**config.mk**
```make
export PLATFORM = sky130hd
export DESIGN_NAME = i2c_temp_target_flat
export DESIGN_NICKNAME = d
export VERILOG_FILES = /design/src/rtl/i2c_temp_target_if.sv /design/src/rtl/i2c_temp_target.sv /design/src/flat_wrapper.sv
export SDC_FILE = /design/constraint.sdc
export NUM_CORES = 1
export LEC_CHECK = 0
export BUFFER_PORTS_ARGS = -buffer_cell sky130_fd_sc_hd__buf_2
export CAP_MARGIN = 20
export CORE_MARGIN = 3
export CORE_UTILIZATION = 38
export DETAILED_ROUTE_END_ITERATION = 10
export GPL_TIMING_DRIVEN = 0
export PLACE_DENSITY = 0.52
export SLEW_MARGIN = 20
export SYNTH_ARGS = -nofsm -noshare
export SYNTH_HDL_FRONTEND = slang
export SYNTH_SLANG_ARGS = --single-unit
```
**constraint.sdc**
```tcl
create_clock -name clk -period 3.6 [get_ports clk]
set_clock_uncertainty 0.2 [all_clocks]
set_input_delay 0.54 -clock clk [delete_from_list [all_inputs] [get_ports clk]]
set_output_delay 0.54 -clock clk [all_outputs]
set_load 0.02 [all_outputs]
```
**src/rtl/i2c_temp_target_if.sv**
```systemverilog
// I2C bus bundle for the temperature-sensor target. The open-drain SDA pad is split into the
// resolved line level (sda) and the target's pull-low enable (sda_pull); the board resolves them.
interface i2c_temp_target_if;
   logic scl;
   logic sda;
   logic sda_pull;

   modport slave  (input scl, input sda, output sda_pull);
   modport master (output scl, output sda, input sda_pull);
endinterface

```
**src/rtl/i2c_temp_target.sv**
```systemverilog
// ADT7420-style I2C target: pointer/data protocol, snapshot temperature regs, config reg, ID.
// Optional build macro I2C_TGT_GLITCH_FILTER_EN adds a 4-clk stability filter on SCL/SDA.
//
// state    | meaning
// IDLE     | bus free, waiting for START
// ADDR     | shifting in address + R/W
// ADDR_ACK | pulling SDA low for address ACK
// PTR      | receiving register pointer
// WDATA    | receiving write data
// W_ACK    | pulling SDA low for pointer/data ACK
// RDATA    | shifting out register byte
// R_ACK    | sampling master ACK/NACK
// IGNORE   | not addressed / NACKed, wait for START or STOP
module i2c_temp_target #(
   parameter logic [6:0] TARGET_ADDR = 7'h4B,
   parameter logic [7:0] DEVICE_ID   = 8'hCB
) (
   input  logic                    clk,
   input  logic                    rst_n,
   i2c_temp_target_if.slave        bus,
   input  logic [15:0]             temp_data,
   output logic [7:0]              cfg_reg,
   output logic                    cfg_wr,
   output logic                    busy
);

   localparam logic [3:0] S_IDLE     = 4'd0;
   localparam logic [3:0] S_ADDR     = 4'd1;
   localparam logic [3:0] S_ADDR_ACK = 4'd2;
   localparam logic [3:0] S_PTR      = 4'd3;
   localparam logic [3:0] S_WDATA    = 4'd4;
   localparam logic [3:0] S_W_ACK    = 4'd5;
   localparam logic [3:0] S_RDATA    = 4'd6;
   localparam logic [3:0] S_R_ACK    = 4'd7;
   localparam logic [3:0] S_IGNORE   = 4'd8;

   logic [1:0]  scl_sync, sda_sync;
   logic        scl_f, sda_f;
   logic        scl_q, sda_q;
   logic        scl_rise, scl_fall, start_det, stop_det;

   logic [3:0]  state;
   logic [7:0]  ptr;
   logic [15:0] snap;
   logic [7:0]  shreg;
   logic [7:0]  txreg;
   logic [2:0]  bit_cnt;
   logic        full;
   logic        rw;
   logic        mst_ack;
   logic        wr_pend;
   logic        sda_pull;
   logic [7:0]  rd_first, rd_next;

   assign bus.sda_pull = sda_pull;

   always_ff @(posedge clk or negedge rst_n) begin
      if (!rst_n) begin
         scl_sync <= 2'b11;
         sda_sync <= 2'b11;
      end else begin
         scl_sync <= {scl_sync[0], bus.scl};
         sda_sync <= {sda_sync[0], bus.sda};
      end
   end

`ifdef I2C_TGT_GLITCH_FILTER_EN
   // Down-counters reload whenever the input agrees with the filtered value; the filtered
   // value only follows after four consecutive disagreeing samples.
   logic [1:0] scl_tmr, sda_tmr;

   always_ff @(posedge clk or negedge rst_n) begin
      if (!rst_n) begin
         scl_f   <= 1'b1;
         sda_f   <= 1'b1;
         scl_tmr <= 2'd3;
         sda_tmr <= 2'd3;
      end else begin
         if (scl_sync[1] == scl_f) begin
            scl_tmr <= 2'd3;
         end else if (scl_tmr == 2'd0) begin
            scl_f   <= scl_sync[1];
            scl_tmr <= 2'd3;
         end else begin
            scl_tmr <= scl_tmr - 2'd1;
         end
         if (sda_sync[1] == sda_f) begin
            sda_tmr <= 2'd3;
         end else if (sda_tmr == 2'd0) begin
            sda_f   <= sda_sync[1];
            sda_tmr <= 2'd3;
         end else begin
            sda_tmr <= sda_tmr - 2'd1;
         end
      end
   end
`else
   assign scl_f = scl_sync[1];
   assign sda_f = sda_sync[1];
`endif

   always_ff @(posedge clk or negedge rst_n) begin
      if (!rst_n) begin
         scl_q <= 1'b1;
         sda_q <= 1'b1;
      end else begin
         scl_q <= scl_f;
         sda_q <= sda_f;
      end
   end

   assign scl_rise  = scl_f & ~scl_q;
   assign scl_fall  = ~scl_f & scl_q;
   assign start_det = scl_f & scl_q & sda_q & ~sda_f;
   assign stop_det  = scl_f & scl_q & ~sda_q & sda_f;

   function automatic logic [7:0] reg_rd(input logic [7:0] p, input logic [15:0] s,
                                         input logic [7:0] c);
      case (p)
         8'h00:   reg_rd = s[15:8];
         8'h01:   reg_rd = s[7:0];
         8'h03:   reg_rd = c;
         8'h0B:   reg_rd = DEVICE_ID;
         default: reg_rd = 8'h00;
      endcase
   endfunction

   // First byte of a read burst comes from the live word, since the snapshot loads on that same edge.
   assign rd_first = reg_rd(ptr, temp_data, cfg_reg);
   assign rd_next  = reg_rd(ptr + 8'd1, snap, cfg_reg);

   always_ff @(posedge clk or negedge rst_n) begin
      if (!rst_n) begin
         state    <= S_IDLE;
         sda_pull <= 1'b0;
         ptr      <= 8'h00;
         cfg_reg  <= 8'h00;
         snap     <= 16'h0000;
         busy     <= 1'b0;
         shreg    <= 8'h00;
         txreg    <= 8'h00;
         bit_cnt  <= 3'd7;
         full     <= 1'b0;
         rw       <= 1'b0;
         mst_ack  <= 1'b0;
         wr_pend  <= 1'b0;
      end else begin
         wr_pend <= 1'b0;
         if (start_det) begin
            state    <= S_ADDR;
            sda_pull <= 1'b0;
            busy     <= 1'b0;
            bit_cnt  <= 3'd7;
            full     <= 1'b0;
         end else if (stop_det) begin
            state    <= S_IDLE;
            sda_pull <= 1'b0;
            busy     <= 1'b0;
            bit_cnt  <= 3'd7;
            full     <= 1'b0;
         end else begin
            case (state)
               S_ADDR, S_PTR, S_WDATA: begin
                  if (scl_rise && !full) begin
                     shreg <= {shreg[6:0], sda_f};
                     if (bit_cnt == 3'd0) full <= 1'b1;
                     else bit_cnt <= bit_cnt - 3'd1;
                  end else if (scl_fall && full) begin
                     full    <= 1'b0;
                     bit_cnt <= 3'd7;
                     if (state == S_ADDR) begin
                        if (shreg[7:1] == TARGET_ADDR) begin
                           state    <= S_ADDR_ACK;
                           sda_pull <= 1'b1;
                           busy     <= 1'b1;
                           rw       <= shreg[0];
                        end else begin
                           state <= S_IGNORE;
                        end
                     end else if (state == S_PTR) begin
                        ptr      <= shreg;
                        state    <= S_W_ACK;
                        sda_pull <= 1'b1;
                     end else begin
                        if (ptr == 8'h03) begin
                           cfg_reg <= shreg;
                           wr_pend <= 1'b1;
                        end
                        ptr      <= ptr + 8'd1;
                        state    <= S_W_ACK;
                        sda_pull <= 1'b1;
                     end
                  end
               end
               S_ADDR_ACK: begin
                  if (scl_fall) begin
                     bit_cnt <= 3'd7;
                     if (rw) begin
                        snap     <= temp_data;
                        txreg    <= rd_first;
                        sda_pull <= ~rd_first[7];
                        state    <= S_RDATA;
                     end else begin
                        sda_pull <= 1'b0;
                        state    <= S_PTR;
                     end
                  end
               end
               S_W_ACK: begin
                  if (scl_fall) begin
                     sda_pull <= 1'b0;
                     bit_cnt  <= 3'd7;
                     full     <= 1'b0;
                     state    <= S_WDATA;
                  end
               end
               S_RDATA: begin
                  if (scl_fall) begin
                     if (bit_cnt == 3'd0) begin
                        sda_pull <= 1'b0;
                        mst_ack  <= 1'b0;
                        state    <= S_R_ACK;
                     end else begin
                        txreg    <= {txreg[6:0], 1'b0};
                        sda_pull <= ~txreg[6];
                        bit_cnt  <= bit_cnt - 3'd1;
                     end
                  end
               end
               S_R_ACK: begin
                  if (scl_rise) begin
                     if (sda_f) begin
                        state <= S_IGNORE;
                        busy  <= 1'b0;
                     end else begin
                        mst_ack <= 1'b1;
                     end
                  end else if (scl_fall && mst_ack) begin
                     mst_ack  <= 1'b0;
                     ptr      <= ptr + 8'd1;
                     txreg    <= rd_next;
                     sda_pull <= ~rd_next[7];
                     bit_cnt  <= 3'd7;
                     state    <= S_RDATA;
                  end
               end
               default: ;
            endcase
         end
      end
   end

   always_ff @(posedge clk or negedge rst_n) begin
      if (!rst_n) cfg_wr <= 1'b0;
      else        cfg_wr <= wr_pend;
   end

endmodule

```
**src/flat_wrapper.sv**
```systemverilog
// flat-port wrapper written by rule: the top's interface ports become plain ports
module i2c_temp_target_flat 
#(
   parameter logic [6:0] TARGET_ADDR = 7'h4B,
   parameter logic [7:0] DEVICE_ID   = 8'hCB
)
  (clk, rst_n, temp_data, cfg_reg, cfg_wr, busy, bus_scl, bus_sda, bus_sda_pull);
  i2c_temp_target_if bus_i ();
  input  logic clk;
  input  logic rst_n;
  input  logic [15:0] temp_data;
  output logic [7:0] cfg_reg;
  output logic cfg_wr;
  output logic busy;
  input wire logic [$bits(bus_i.scl)-1:0] bus_scl;
  input wire logic [$bits(bus_i.sda)-1:0] bus_sda;
  output wire logic [$bits(bus_i.sda_pull)-1:0] bus_sda_pull;
  assign bus_i.scl = bus_scl;
  assign bus_i.sda = bus_sda;
  assign bus_sda_pull = bus_i.sda_pull;
  i2c_temp_target #(.TARGET_ADDR(TARGET_ADDR), .DEVICE_ID(DEVICE_ID)) u_core (.clk(clk), .rst_n(rst_n), .bus(bus_i), .temp_data(temp_data), .cfg_reg(cfg_reg), .cfg_wr(cfg_wr), .busy(busy));
endmodule
```
After elaboration in Yosys (flattened, before gate mapping)
Index checks and enable logic that the tools add are counted.
{"block": "totals", "latchBits": 0, "wordCells": 194, "regBits": 67, "input_bits": 20, "n_memories": 0, "rom_bits": 0, "out_inout_bits": 11, "ram_bits": 0}
{"block": "classes", "order_cmp": 0, "add_sub_neg": 2, "bitwise": 19, "eq_ne": 44, "muxes": 83, "n_reduce_logical": 28, "div": 0, "shift": 0, "n_mul": 0}
{"cell": "$pmux 8 s4", "count": 2}
{"cell": "$mux 4", "count": 13}
{"cell": "$mux 8", "count": 6}
{"cell": "$ne 4x1->1 const B", "count": 11}
{"cell": "$mux 7", "count": 6}
{"cell": "$mux 1", "count": 38}
{"cell": "$mux 3", "count": 10}
{"cell": "$reduce_and 9->1", "count": 3}
{"cell": "$pmux 7 s3", "count": 1}
{"cell": "$reduce_and 7->1", "count": 3}
{"cell": "$pmux 4 s5", "count": 1}
{"cell": "$eq 4x3->1 const B", "count": 4}
{"cell": "$eq 8x1->1 const B", "count": 2}
{"cell": "$eq 8x2->1 const B", "count": 2}
{"cell": "$eq 8x4->1 const B", "count": 2}
{"cell": "$logic_not 8->1", "count": 2}
{"cell": "$pmux 8 s2", "count": 1}
{"cell": "$reduce_and 8->1", "count": 2}
{"cell": "$ne 2x1->1 const B", "count": 6}
{"cell": "$not 1->1", "count": 12}
{"cell": "$pmux 3 s4", "count": 1}
{"cell": "$ne 5x1->1 const B", "count": 2}
{"cell": "$ne 5x3->1 const B", "count": 2}
{"cell": "$add 8x1->8 const B", "count": 1}
{"cell": "other kinds (26)", "count": 43}

Longest topological paths before layout
Gate-level depths: netlist (run 1).
{"block": "logic_depth", "ltp_word": 9, "mapped_depth": 9, "mapped_depth_nobuf": 8}

Least setup slack after synthesis (run 1)
Ideal clock, no wire load.
{"block": "synth_timing", "path_type": "reg2reg", "from": "register u_core.scl_q", "to": "register u_core.state[0]", "setup_time_ns": 0.123, "stages_incl_launch_ff": 9, "n_path_buf": 2, "synth_period_minus_slack_ns": 2.210, "arrival_ns": 1.887, "t_required_ns": 3.277, "slack_ns": 1.390, "cell_sequence": "dfstp_2 buf_6 nor2b_4 buf_6 o21ai_2 a221oi_4 o211ai_4 or3_1 o221a_2"}
{"block": "synth_between", "elab_chain_cells": 6, "elab_cells_between_ends": 25, "cone_classes": "8 x eq/ne; 4 x mux; 8 x bitwise; 5 x reduce/logical"}
{"item": "from (decl)", "line": "i2c_temp_target.sv:39", "rtl": "logic scl_q, sda_q;"}
{"item": "from (signal assigned)", "line": "i2c_temp_target.sv:107", "rtl": "scl_q <= scl_f;"}
{"item": "branches (longest 6 deep; another with $reduce_and 9->1)"}
{"item": "to (signal assigned)", "line": "i2c_temp_target.sv:150", "rtl": "state <= S_ADDR;"}
{"item": "to (signal assigned)", "line": "i2c_temp_target.sv:156", "rtl": "state <= S_IDLE;"}
{"item": "to (signal assigned)", "line": "i2c_temp_target.sv:233", "rtl": "state <= S_IGNORE;"}
{"item": "to (decl)", "line": "i2c_temp_target.sv:42", "rtl": "logic [3:0] state;"}
Several ways; the timed one is not identified.
A chain may end at the register's enable or synchronous reset.

Final worst setup path (run 1)
{"block": "layout_timing", "from": "register u_core.ptr[1]", "to": "register u_core.sda_pull (netlist: u_core.bus.sda_pull)"}
{"block": "layout_between", "elab_chain_cells": 9, "elab_cells_between_ends": 20, "cone_classes": "1 x add/sub; 6 x eq/ne; 9 x mux; 2 x bitwise; 2 x reduce/logical"}
{"item": "from (decl)", "line": "i2c_temp_target.sv:43", "rtl": "logic [7:0] ptr;"}
{"item": "from (signal assigned)", "line": "i2c_temp_target.sv:181", "rtl": "ptr <= shreg;"}
{"item": "from (signal assigned)", "line": "i2c_temp_target.sv:189", "rtl": "ptr <= ptr + 8'd1;"}
{"item": "from (signal assigned)", "line": "i2c_temp_target.sv:240", "rtl": "ptr <= ptr + 8'd1;"}
{"item": "$add 8x1->8", "line": "i2c_temp_target.sv:130", "rtl": "assign rd_next = reg_rd(ptr + 8'd1, snap, cfg_reg);"}
{"item": "$eq 8x4->1, or another cell as far along", "line": "i2c_temp_target.sv:119", "rtl": "case (p)"}
{"item": "$pmux 8 s4", "line": "i2c_temp_target.sv:119"}
{"item": "$not 1->1", "line": "i2c_temp_target.sv:242", "rtl": "sda_pull <= ~rd_next[7];"}
{"item": "$mux 1", "line": "i2c_temp_target.sv:238", "rtl": "end else if (scl_fall && mst_ack) begin"}
{"item": "$mux 1", "line": "i2c_temp_target.sv:231", "rtl": "if (scl_rise) begin"}
{"item": "$pmux 1 s5 *", "line": "i2c_temp_target.sv:162", "rtl": "case (state)"}
{"item": "$mux 1 *", "line": "i2c_temp_target.sv:155", "rtl": "end else if (stop_det) begin"}
{"item": "$mux 1 *", "line": "i2c_temp_target.sv:149", "rtl": "if (start_det) begin"}
{"item": "to (signal assigned)", "line": "i2c_temp_target.sv:201", "rtl": "sda_pull <= ~rd_first[7];"}
{"item": "to (signal assigned)", "line": "i2c_temp_target.sv:225", "rtl": "sda_pull <= ~txreg[6];"}
{"item": "to (signal assigned)", "line": "i2c_temp_target.sv:242"}
{"item": "to (decl)", "line": "i2c_temp_target.sv:52", "rtl": "logic sda_pull;"}
Mark *: on every way between the ends. The rest lies on a longest branch, timed or not. The select of a mux whose other input is x is not followed.

==> summary.txt, run 1 <==
Floorplan
  – Die W: between 100 and 150 µm
  – Area of the die: 11,800 µm²
  – I/O pin cnt: 31
  – Core box area: 10000 µm²
  – Site Rows: 36
  – Die height: 109 µm
  – Initial Util: 40.1%

Cells and area
  – # fillers: 995
  – Core Util, Final: a little under half
  – Ratio of cells with drive above 1 in the final layout: 26.8%
  – Nets: 481
  – Top reg by flops: u_core.snap
  – Layout Cells excl Fill: 592
  – N_diodes: 0
  – Area grow syn2layout: 13.6%
  – Max FFs per register: 16

Yosys
  – Register area share after synthesis: 42.1%
  – Top-count cell post-synth: dfrtp_1
  – Syn Inst Count: ~410
  – Top post-synthesis cells by area: dfrtp_1, mux2_2, dfstp_2
  – Post-synth EDFFs: 0
  – Avg Cell Area, Syn: ~9.8 µm²
  – Synth Cell Area: 4010 µm²
  – Post-synth ARST share: 100%
  – Yosys top cell area share: 36.2%
  – Synth warnings: 0
  – Synth Net Count: 438
  – Commonest cells in the netlist: dfrtp_1, o21ai_0, nand2_1, mux2_2, nor2_1
  – Flops & latches, synth: 67
  – Synth Flop Type: dfrtp_1
  – Synth area leader: dfrtp_1
  – Yosys cell types: 67

Critical path
  – CP Class: reg2reg
  – Crit end category: flip-flop
  – CP required: 3.60 ns
  – CP arrival: 2.57 ns
  – Nature of the critical path startpoint: flip-flop
  – CP Max Fanout: 9

CTS
  – Register clock-pin slew on the reported worst setup and hold paths: approximately 0.080 ns
  – Clk root buf: clkbuf_8
  – Clock Latency Late Sink: 0.34 ns
  – Num CTS Buffers: 9
  – H-tree lvl count: 3
  – Deepest clock path buffer count: 2
  – Clk sinks: 67
  – CTS tree: built
  – Post-CTS setup buffer count: 0

GRT
  – Number of global-route vias before repair: 3,418
  – First-pass GRT wire length: 18.5 mm
  – Initial antenna violation count: 0
  – Largest net degree at the start of global routing: 38
  – GRT Overall Usage: approximately a fifth
  – GRT overflow: 0

Timing
  – RSZ-0062 raised after global routing: false
  – Max-slew headroom: 50.7%
  – Final setup violation count: 0
  – Min Tclk post-route: about 2.6 ns
  – Setup slack after layout: 1.03 ns
  – Fin crit share: a little under three quarters
  – Total negative setup slack: 0 ns
  – Max Clk Rate: roughly 390 MHz
  – Max Slew Vio Count: 0
  – Final hold vios: 0
  – Worst Tran Pin Value: 0.736 ns

Drt
  – Vias: 3,390
  – DRC violation count after routing: 0
  – Post-DR wirelength/cell: between 15 and 20 µm
  – Vias per inst: 5.73
  – Initial DRT Pass Iterations: 5
  – DRT Wirelength: around 11 mm
  – Final ANT Viol Nets: 0
  – Initial DRC count: around 250

Pwr
  – Leakage: 2.04 nW
  – P per Cell Area: 446 nW/µm²
  – Total power: 2.03 mW
  – Max VDD drop: 227 µV

Placement
  – Dpl ws: 1.07 ns
  – Routability Congestion: just under 0.9
  – DP HPWL: 8.14 mm
  – Placed cell count: 575
  – Port Buffers: 30

Worst hold path
  – Hold Crit Class: in2reg

Status
  – Outcome: finished, final reports clean

Flow run
  – Max cap viols: 0
[layout make-up]
cell class / instances / area (µm²) / share of cell area [%]
multi-input cells: 301 / 2110 / 46.3
flip-flops and latches: 67 / 1690 / 37.1
repair buffers: 32 / 183 / 4.01
well taps: 133 / 166 / 3.65
plain buffers: 28 / 158 / 3.46
clock buffers: 12 / 145 / 3.19
inverters: 15 / 56.3 / 1.24
clock inverters: 4 / 50.0 / 1.10
[report_power, final]
part | internal (mW) | leakage, nW | switching, mW | total (mW)
Combinational | 0.203 | 1.11 | 0.309 | 0.512
Sequential | 0.818 | 0.842 | 0.0733 | 0.891
Clock | 0.338 | 0.0926 | 0.288 | 0.626
Total | 1.36 | 2.04 | 0.669 | 2.03
[cells by family (layout without fill, tap and decap cells)]
family                   Yosys count  after routing  share of synthesized area, %
buffers and inverters             43             91                          5.34
AND/OR/NAND/NOR                  121            121                          15.6
flip-flops                        67             67                          42.1
AO/OA/AOI/OAI                    136            136                          24.7
multiplexers                      34             34                          9.45
adder cells (fa/ha/maj)            7              7                          2.18
XOR/XNOR                           3              3                         0.655
[placed cells by master (no fill, tap or decap), types with 4 or more instances in the layout]
| master | n |
|---|---|
| dfrtp_1 | 58 |
| buf_2 | 40 |
| o21ai_0 | 39 |
| nand2_1 | 34 |
| mux2_2 | 31 |
| nor2_1 | 25 |
| a21oi_1 | 16 |
| inv_1 | 15 |
| nand3_1 | 13 |
| clkbuf_1 | 12 |
| a222oi_1 | 10 |
| a22oi_1 | 10 |
| clkbuf_8 | 10 |
| dfstp_2 | 9 |
| nand2b_1 | 8 |
| nor3_1 | 8 |
| a31oi_1 | 7 |
| ha_1 | 7 |
| a21oi_2 | 6 |
| and3_1 | 6 |
| buf_6 | 5 |
| and2_1 | 5 |
| nor2b_1 | 4 |
| o21a_1 | 4 |
| o22a_1 | 4 |
| o22ai_1 | 4 |
[final timing paths]
kind,to,from,cells after the start,slack [ns]
max in group asynchronous,u_core.snap[6]$_DFFE_PN0P_,rst_n,3,2.18
hold reg to reg,u_core.cfg_wr$_DFF_PN0_,u_core.wr_pend$_DFF_PN0_,0,0.15
hold / removal,u_core.scl_sync[0]$_DFF_PN1_,bus_scl,1,0.09
setup reg to reg,u_core.bus.sda_pull$_DFFE_PN0P_,u_core.ptr[1]$_DFFE_PN0P_,9,1.03
setup / recovery,u_core.bus.sda_pull$_DFFE_PN0P_,u_core.ptr[1]$_DFFE_PN0P_,9,1.03
min in group asynchronous,u_core.ptr[2]$_DFFE_PN0P_,rst_n,2,0.48
[metrics by stage]
step                      hold slack [ns]  area (µm²)
final                              0.0911        4550
after global routing               0.0644        4550
after CTS                          0.0720        4550
after detailed placement            0.138        4350
after global placement              0.132        4330
after floorplan                    0.0444        4010
[worst max-delay path: stages (launching register included)]
cell	delay (ns)
dfrtp_1	0.48
inv_1	0.12
ha_1	0.15
clkbuf_1	0.39
a22oi_1	0.21
o21ai_0	0.26
nand2_1	0.10
a211oi_1	0.25
a41o_1	0.20
o32ai_1	0.07
[metal layers]
| metal | share of wire (%) | GRT usage [%] |
|---|---|---|
| met4 | 2.0 | 6.76 |
| met5 | 0 | 0 |
| met3 | 4.9 | 4.03 |
| met1 | 48 | 28.4 |
| met2 | 45 | 31.2 |
[timing repair]
| action | in CTS | in global routing |
|---|---|---|
| resized for setup | 0 | 0 |
| endpoints found under the hold margin | 21 | 0 |
| hold buffers | 1 | 0 |
Note: power is estimated with default switching activity, not from simulation.
==> run 2: changes to the inputs <==
Settings changed: ABC_AREA set to 1.
Clock period 3.6 ns to 2.68 ns, I/O delays scaled along.
==> run 2 against run 1 <==
Compared with the run above:
- maximum frequency up 0.90%
- global-route usage shrank 0.17 points
- highest routed layer unchanged
- worst setup slack lost 0.90 ns
- sequential cell count did not move
- final area grew 0.11%
- critical path depth down 1
- register-to-register slack got worse by 0.90 ns
- critical path type unchanged
- via count grew 7.1%
- cell count rose by 18%
- largest power group is now combinational cells
- sequential power increased by 66%
- die area shrank 0.71%
==> summary.txt, run 2 <==
Critical path
  – Nature of the critical path startpoint: flip-flop
  – CP required: 2.76 ns (-0.84 ns)
  – CP Max Fanout: 9 (unchanged)
  – CP arrival: 2.63 ns (+0.06 ns)
  – Crit end category: flip-flop
  – CP Class: reg2reg

Pwr
  – Max VDD drop: 319 µV (+40%)
  – Leakage: 2.16 nW (+5.7%)
  – P per Cell Area: 959 nW/µm² (+120%)

Yosys
  – Largest family of logic cells by synthesized area: simple AND/OR/NAND/NOR gates
  – Synth Flop Type: dfrtp_1
  – Yosys top cell area share: 36.5% (+0.27 points)
  – Post-Synth Simple-Gate Area: 30.9% (+15 points)
  – Post-synth ARST share: 100% (unchanged)
  – Synth area leader: dfrtp_1
  – Synth Cell Area: 3980 µm² (-0.75%)
  – Top-count cell post-synth: nand2_1
  – Synth warnings: 0 (unchanged)
  – Post-synth EDFFs: 0 (unchanged)
  – Avg Cell Area, Syn: 7.74 µm² (-21%)
  – Synth Area in Adders: 2.20% (+0.016 points)
  – Synth Net Count: 541 (+24%)
  – Yosys cell types: 42 (-37%)
  – Post-synthesis mux area share: 4.24% (-5.2 points)
  – Top post-synthesis cells by area: dfrtp_1, nand2_1, nand3_1
  – Register area share after synthesis: 42.4% (+0.32 points)
  – Commonest cells in the netlist: nand2_1, dfrtp_1, nand3_1, inv_1, nor2_1
  – Flops & latches, synth: 67 (unchanged)
  – Syn Inst Count: 514 (+25%)
  – Compound-Gate Fraction of Synth Area: 13.0% (-12 points)
  – Synth Area in XOR/XNOR: 0.440% (-0.22 points)

Timing
  – Fin crit share: 94.9% (+24 points)
  – Max Slew Vio Count: 0 (unchanged)
  – Worst Tran Pin Value: 0.753 ns (+0.0177 ns)
  – Final setup violation count: 0 (unchanged)
  – Max Clk Rate: 393 MHz (+0.90%)
  – RSZ-0062 raised after global routing: false
  – Min Tclk post-route: 2.54 ns (-0.0228 ns)
  – Final hold vios: 0 (unchanged)
  – WHS: 0.0927 ns (+0.00165 ns)
  – Max-slew headroom: 49.6% (-1.1 points)
  – Total negative setup slack: 0 ns (unchanged)

Drt
  – DRC violation count after routing: 0 (unchanged)
  – Vias: 3,630 (+7.1%)
  – DRT Wirelength: 10.9 mm (-0.40%)
  – Initial DRC count: 197 (-22%)
  – Post-DR wirelength/cell: 15.6 µm (-15%)
  – Vias per inst: 5.21 (-9.1%)
  – Final ANT Viol Nets: 0 (unchanged)
  – Initial DRT Pass Iterations: 5 (unchanged)

Floorplan
  – Core box area: 10000 µm² (unchanged)
  – I/O pin cnt: 31 (unchanged)
  – Area of the die: 11,700 µm² (-0.71%)
  – Site Rows: 36 (unchanged)
  – Die height: 108 µm (-0.35%)
  – Initial Util: 39.8% (-0.30 points)
  – Die W: 108 µm (-0.35%)

GRT
  – Largest net degree at the start of global routing: 51 (+34%)
  – Number of global-route vias before repair: 3,545 (+3.7%)
  – Initial antenna violation count: 0 (unchanged)
  – First-pass GRT wire length: 17.9 mm (-3.2%)
  – GRT overflow: 0 (unchanged)
  – GRT Overall Usage: 20.0% (-0.17 points)

Placement
  – DP HPWL: 8.23 mm (+1.0%)
  – Port Buffers: 30 (unchanged)
  – Routability Congestion: 0.913 (+2.1%)

CTS
  – Num CTS Buffers: 9 (unchanged)
  – CTS tree: built
  – Register clock-pin slew on the reported worst setup and hold paths: 0.08 ns (about the same)
  – Post-CTS setup buffer count: 0 (unchanged)
  – H-tree lvl count: 3 (unchanged)
  – Clk root buf: clkbuf_8
  – Clk sinks: 67 (unchanged)
  – Clock Latency Late Sink: 0.36 ns (+0.02 ns)
  – Deepest clock path buffer count: 2 (unchanged)

Cells and area
  – Area grow syn2layout: 14.6%
  – Ratio of cells with drive above 1 in the final layout: 21.5% (-5.3 points)
  – Nets: 586 (+22%)
  – Commonest non-fill, non-tap cell in the layout: nand2_1
  – Max FFs per register: 16 (unchanged)
  – Commonest cells after routing, fill and taps aside: nand2_1, dfrtp_1, nand3_1
  – Top reg by flops: u_core.snap
  – N_diodes: 0 (unchanged)

Flow run
  – Max cap viols: 0 (unchanged)

Worst hold path
  – Hold Crit Class: in2reg

Status
  – Outcome: finished, final reports clean
run 2: changes by cell type in the layout (fill, tap and decap cells not counted), moves of 9 or more:
cell	previous run	this run
mux2_2	31	15
clkbuf_1	12	1
nand3_1	13	49
a222oi_1	10	0
a22oi_1	10	0
nor2_1	25	39
nand2_1	34	142
inv_1	15	44
inv_2	0	9
run 2: metal layers:
layer  up-vias  part of all wire, %  global-route usage, %
met2        99                   45                   31.7
met5         -                    0                      0
met3        25                  4.6                   4.36
met1      1698                   47                   26.3
met4         0                  3.4                   9.02
li1       1808                    -                      -
run 2: critical path: stages, from the launching register on:
cell     delay, ns
dfrtp_1       0.47
ha_1          0.29
xnor2_1       0.30
nand3_1       0.22
nor2_2        0.44
nand3_1       0.14
nand3_1       0.15
nand2_1       0.09
a21oi_1       0.15
run 2: cells by family (layout without fill, tap and decap cells):
kind of cell	after synthesis	after routing
AND/OR/NAND/NOR	270	270
AO/OA/AOI/OAI	88	88
flip-flops	67	67
buffers and inverters	65	115
multiplexers	15	15
adder cells (fa/ha/maj)	7	7
XOR/XNOR	2	2
run 2: repair_timing:
action | 4_1_cts | 5_1_grt
hold buffers | 3 | 0
resized for setup | 0 | 1
endpoints found under the hold margin | 19 | 0
endpoints found under the setup margin | 0 | 8
run 2: layout make-up:
class | count | area [µm²]
fillers | 1034 | 5440
multi-input cells | 382 | 2030
flip-flops and latches | 67 | 1690
repair buffers | 34 | 210
inverters | 56 | 210
well taps | 133 | 166
clock buffers | 9 | 124
clock inverters | 7 | 76.3
plain buffers | 9 | 58.8
run 2: final timing paths:
kind | cells past startpoint | startpoint | slack (ns) | end
max in group asynchronous | 3 | rst_n | 1.44 | u_core.sda_sync[1]$_DFF_PN1_
hold / removal | 2 | temp_data[4] | 0.09 | u_core.snap[4]$_DFFE_PN0P_
hold reg to reg | 0 | u_core.wr_pend$_DFF_PN0_ | 0.15 | u_core.cfg_wr$_DFF_PN0_
setup reg to reg | 8 | u_core.ptr[1]$_DFFE_PN0P_ | 0.14 | u_core.txreg[5]$_DFFE_PN0P_
min in group asynchronous | 2 | rst_n | 0.25 | u_core.wr_pend$_DFF_PN0_
setup / recovery | 8 | u_core.ptr[1]$_DFFE_PN0P_ | 0.14 | u_core.txreg[5]$_DFFE_PN0P_
run 2: report_power, final:
part | leakage (nW) | switching, mW | internal (mW)
Clock | 0.0962 | 0.448 | 0.436
Sequential | 0.828 | 0.205 | 1.28
Combinational | 1.23 | 1.36 | 0.644
run 2: metrics by stage:
stage	util [%]	power [mW]	setup slack (ns)	area, µm²	std cells
after floorplan	-	2.94	0.641	3980	514
after global placement	43.0	3.47	0.0461	4300	677
after detailed placement	43.3	3.50	0.0267	4330	678
after CTS	45.6	4.40	0.00455	4560	697
after global routing	45.6	4.75	0.00339	4560	697
final	45.6	4.37	0.137	4560	697
==> run 3: changes to the inputs <==
Settings changed: PLACE_DENSITY 0.52 to 0.54.
Clock period 2.68 ns to 2.24 ns, I/O delays scaled along.
==> run 3 against run 2 <==
Compared with the run above:
- final area increased by 14%
- cell count up 5.5%
- largest cell class unchanged
- wire length rose by 7.6%
==> summary.txt, run 3 (synthesis results as in run 2) <==
Critical path
  – Critical path's slowest cell: dfrtp_1
  – Reg2reg start: u_core.ptr[4]$_DFFE_PN0P_
  – WP buf/inv: 4 (+4)
  – R2R setup slack: 0.1 ns (-0.04 ns)
  – Worst path cell trace: inv_1, nand4_1, buf_4, nor2_4, nand2_2, nor4_2, nand4_2, buf_4, bufbuf_16, o21ai_2
  – CP required: 2.35 ns (-0.41 ns)
  – Crit end category: flip-flop
  – RR Endpoint: u_core.cfg_reg[5]$_DFFE_PN0P_
  – Setup crit end: u_core.cfg_reg[5]$_DFFE_PN0P_
  – CP dominant cell by count: buf_4
  – CP Max Fanout: 6 (-3)
  – Crit path depth: 10 (+2)
  – Nature of the critical path startpoint: flip-flop
  – Worst Reg2Reg Path Length in Cells: 10 (+2)
  – Delay of the slowest critical-path stage: 0.43 ns (-0.04 ns)
  – CP arrival: 2.25 ns (-0.38 ns)
  – Crit. Startpoint: u_core.ptr[4]$_DFFE_PN0P_
  – Delay-heaviest family, CP: buffers and inverters
  – CP Class: reg2reg

Cells and area
  – Top reg by flops: u_core.snap
  – Design area: 5200 µm² (+14%)
  – N_diodes: 0 (unchanged)
  – Area grow syn2layout: 30.7%
  – Commonest non-fill, non-tap cell in the layout: nand2_1
  – Commonest cells after routing, fill and taps aside: nand2_1, dfrtp_1, nand3_1
  – Nets: 624 (+6.5%)
  – Ratio of cells with drive above 1 in the final layout: 31.4% (+9.9 points)
  – Core Util, Final: 52.0% (+6.4 points)
  – Max FFs per register: 16 (unchanged)
  – Multi-input gate area: 2250 µm² (+11%)
  – # fillers: 992 (-4.1%)
  – Layout Cells excl Fill: 735 (+5.5%)
  – FF+latch area: 1690 µm² (+0.37%)

Drt
  – DRC violation count after routing: 0 (unchanged)
  – Initial DRC count: 187 (-5.1%)
  – Initial DRT Pass Iterations: 4 (-1)
  – Final ANT Viol Nets: 0 (unchanged)
  – Vias: 3,800 (+4.7%)
  – DRT Wirelength: 11.7 mm (+7.6%)
  – Post-DR wirelength/cell: 15.9 µm (+2.1%)
  – Vias per inst: 5.17 (-0.73%)

Floorplan
  – Core box area: 10000 µm² (unchanged)
  – Initial Util: 39.8% (unchanged)
  – I/O pin cnt: 31 (unchanged)
  – Site Rows: 36 (unchanged)
  – Die height: 108 µm (unchanged)
  – Area of the die: 11,700 µm² (unchanged)
  – Die W: 108 µm (unchanged)

Status
  – Outcome: finished, final reports clean

Pwr
  – Total net switching power: 2.73 mW (+36%)
  – Total power: 6.05 mW (+38%)
  – Register share of total power: 29.8% (-4.1 points)
  – Comb pwr share: 52.3% (+6.4 points)
  – Clock Power Share: 17.8% (-2.4 points)
  – Internal: 3.32 mW (+41%)
  – Switching Fraction: 45.2% (-0.93 points)
  – Max VDD drop: 538 µV (+69%)
  – Leakage: 2.42 nW (+12%)
  – P per Cell Area: 1160 nW/µm² (+21%)

Timing
  – RSZ-0062 raised after global routing: true
  – Fin crit share: 95.6% (+0.65 points)
  – Max Clk Rate: 467 MHz (+19%)
  – WHS: 0.0257 ns (-0.0670 ns)
  – Setup slack after layout: 0.0997 ns (-0.0370 ns)
  – Max-slew headroom: 75.1% (+25 points)
  – Total negative setup slack: 0 ns (unchanged)
  – Final hold vios: 0 (unchanged)
  – Worst Tran Pin Value: 0.374 ns (-0.379 ns)
  – Final setup violation count: 0 (unchanged)
  – Min Tclk post-route: 2.14 ns (-0.403 ns)
  – Max Slew Vio Count: 0 (unchanged)

CTS
  – H-tree lvl count: 3 (unchanged)
  – Clock Latency Late Sink: 0.38 ns (+0.02 ns)
  – Clk root buf: clkbuf_8
  – Register clock-pin slew on the reported worst setup and hold paths: 0.08 ns (about the same)
  – CTS tree: built
  – Num CTS Buffers: 9 (unchanged)
  – Deepest clock path buffer count: 2 (unchanged)
  – Clk sinks: 67 (unchanged)

Placement
  – Port Buffers: 30 (unchanged)
  – Routability Congestion: 0.886 (-3.0%)
  – Placed cell count: 678 (unchanged)
  – Dpl ws: -0.387 ns (-0.413 ns)
  – DP HPWL: 8.19 mm (-0.46%)
  – DP Area: 4330 µm² (unchanged)

Flow run
  – Max cap viols: 0 (unchanged)

GRT
  – Number of global-route vias before repair: 3,649 (+2.9%)
  – GRT Overall Usage: 21.1% (+1.0 points)
  – First-pass GRT wire length: 18.7 mm (+4.0%)
  – GRT overflow: 0 (unchanged)
  – Initial antenna violation count: 0 (unchanged)
  – Largest net degree at the start of global routing: 51 (unchanged)

Worst hold path
  – Cells on Worst Hold Path: 2 (unchanged)
  – Hold Crit Class: in2reg
## run 3: power groups by stage
stage | Combinational (mW) | Clock (mW) | Sequential, mW
3_3_place_gp | 2.35 | 0 | 1.78
3_5_place_dp | 2.39 | 0 | 1.78
4_1_cts | 2.66 | 1.11 | 1.77
6_report | 3.17 | 1.08 | 1.81
5_1_grt | 3.53 | 1.16 | 1.84
2_1_floorplan | 1.77 | 0 | 1.75
## run 3: layout make-up
class,instances,share of cell area [%]
inverters,56,4.23
plain buffers,9,1.37
repair buffers,71,11.3
multi-input cells,383,43.3
flip-flops and latches,67,32.6
well taps,133,3.20
clock buffers,10,2.65
clock inverters,6,1.42
## run 3: worst min path at each step
stage | slack (ns) | startpoint | to
finish | 0.03 | temp_data[6] | u_core.snap[6]$_DFFE_PN0P_
global placement | 0.13 | u_core.wr_pend$_DFF_PN0_ | u_core.cfg_wr$_DFF_PN0_
global route | 0.01 | temp_data[12] | u_core.snap[12]$_DFFE_PN0P_
floorplan | -0.16 | rst_n | u_core.bus.sda_pull$_DFFE_PN0P_
CTS | 0.008 | temp_data[9] | u_core.snap[9]$_DFFE_PN0P_
detailed placement | 0.04 | rst_n | u_core.cfg_wr$_DFF_PN0_
## run 3: what timing repair did
| action | in CTS | in global routing |
|---|---|---|
| buffers inserted | 9 | 19 |
| pin swaps | 5 | 25 |
| endpoints found under the hold margin | 70 | 2 |
| resized for setup | 19 | 61 |
| hold buffers | 7 | 2 |
| endpoints found under the setup margin | 28 | 46 |
| gates cloned | 1 | 3 |
## run 3: layer usage
layer / vias to the layer above / global-route usage [%] / share of wire, % / wire length (µm)
met3: 21 / 5.91 / 4.8 / 563
met2: 91 / 34.0 / 48 / 5620
met1: 1815 / 27.2 / 45 / 5260
met5: - / 0 / 0 / 0
li1: 1873 / - / - / -
met4: 0 / 7.39 / 2.2 / 262
## run 3: worst register-to-register path, delay by kind of cell (launching register included)
family          cells  cell delay [ns]
flops               1             0.43
simple gates        5             0.60
compound gates      1             0.10
buf+inv             4             0.75
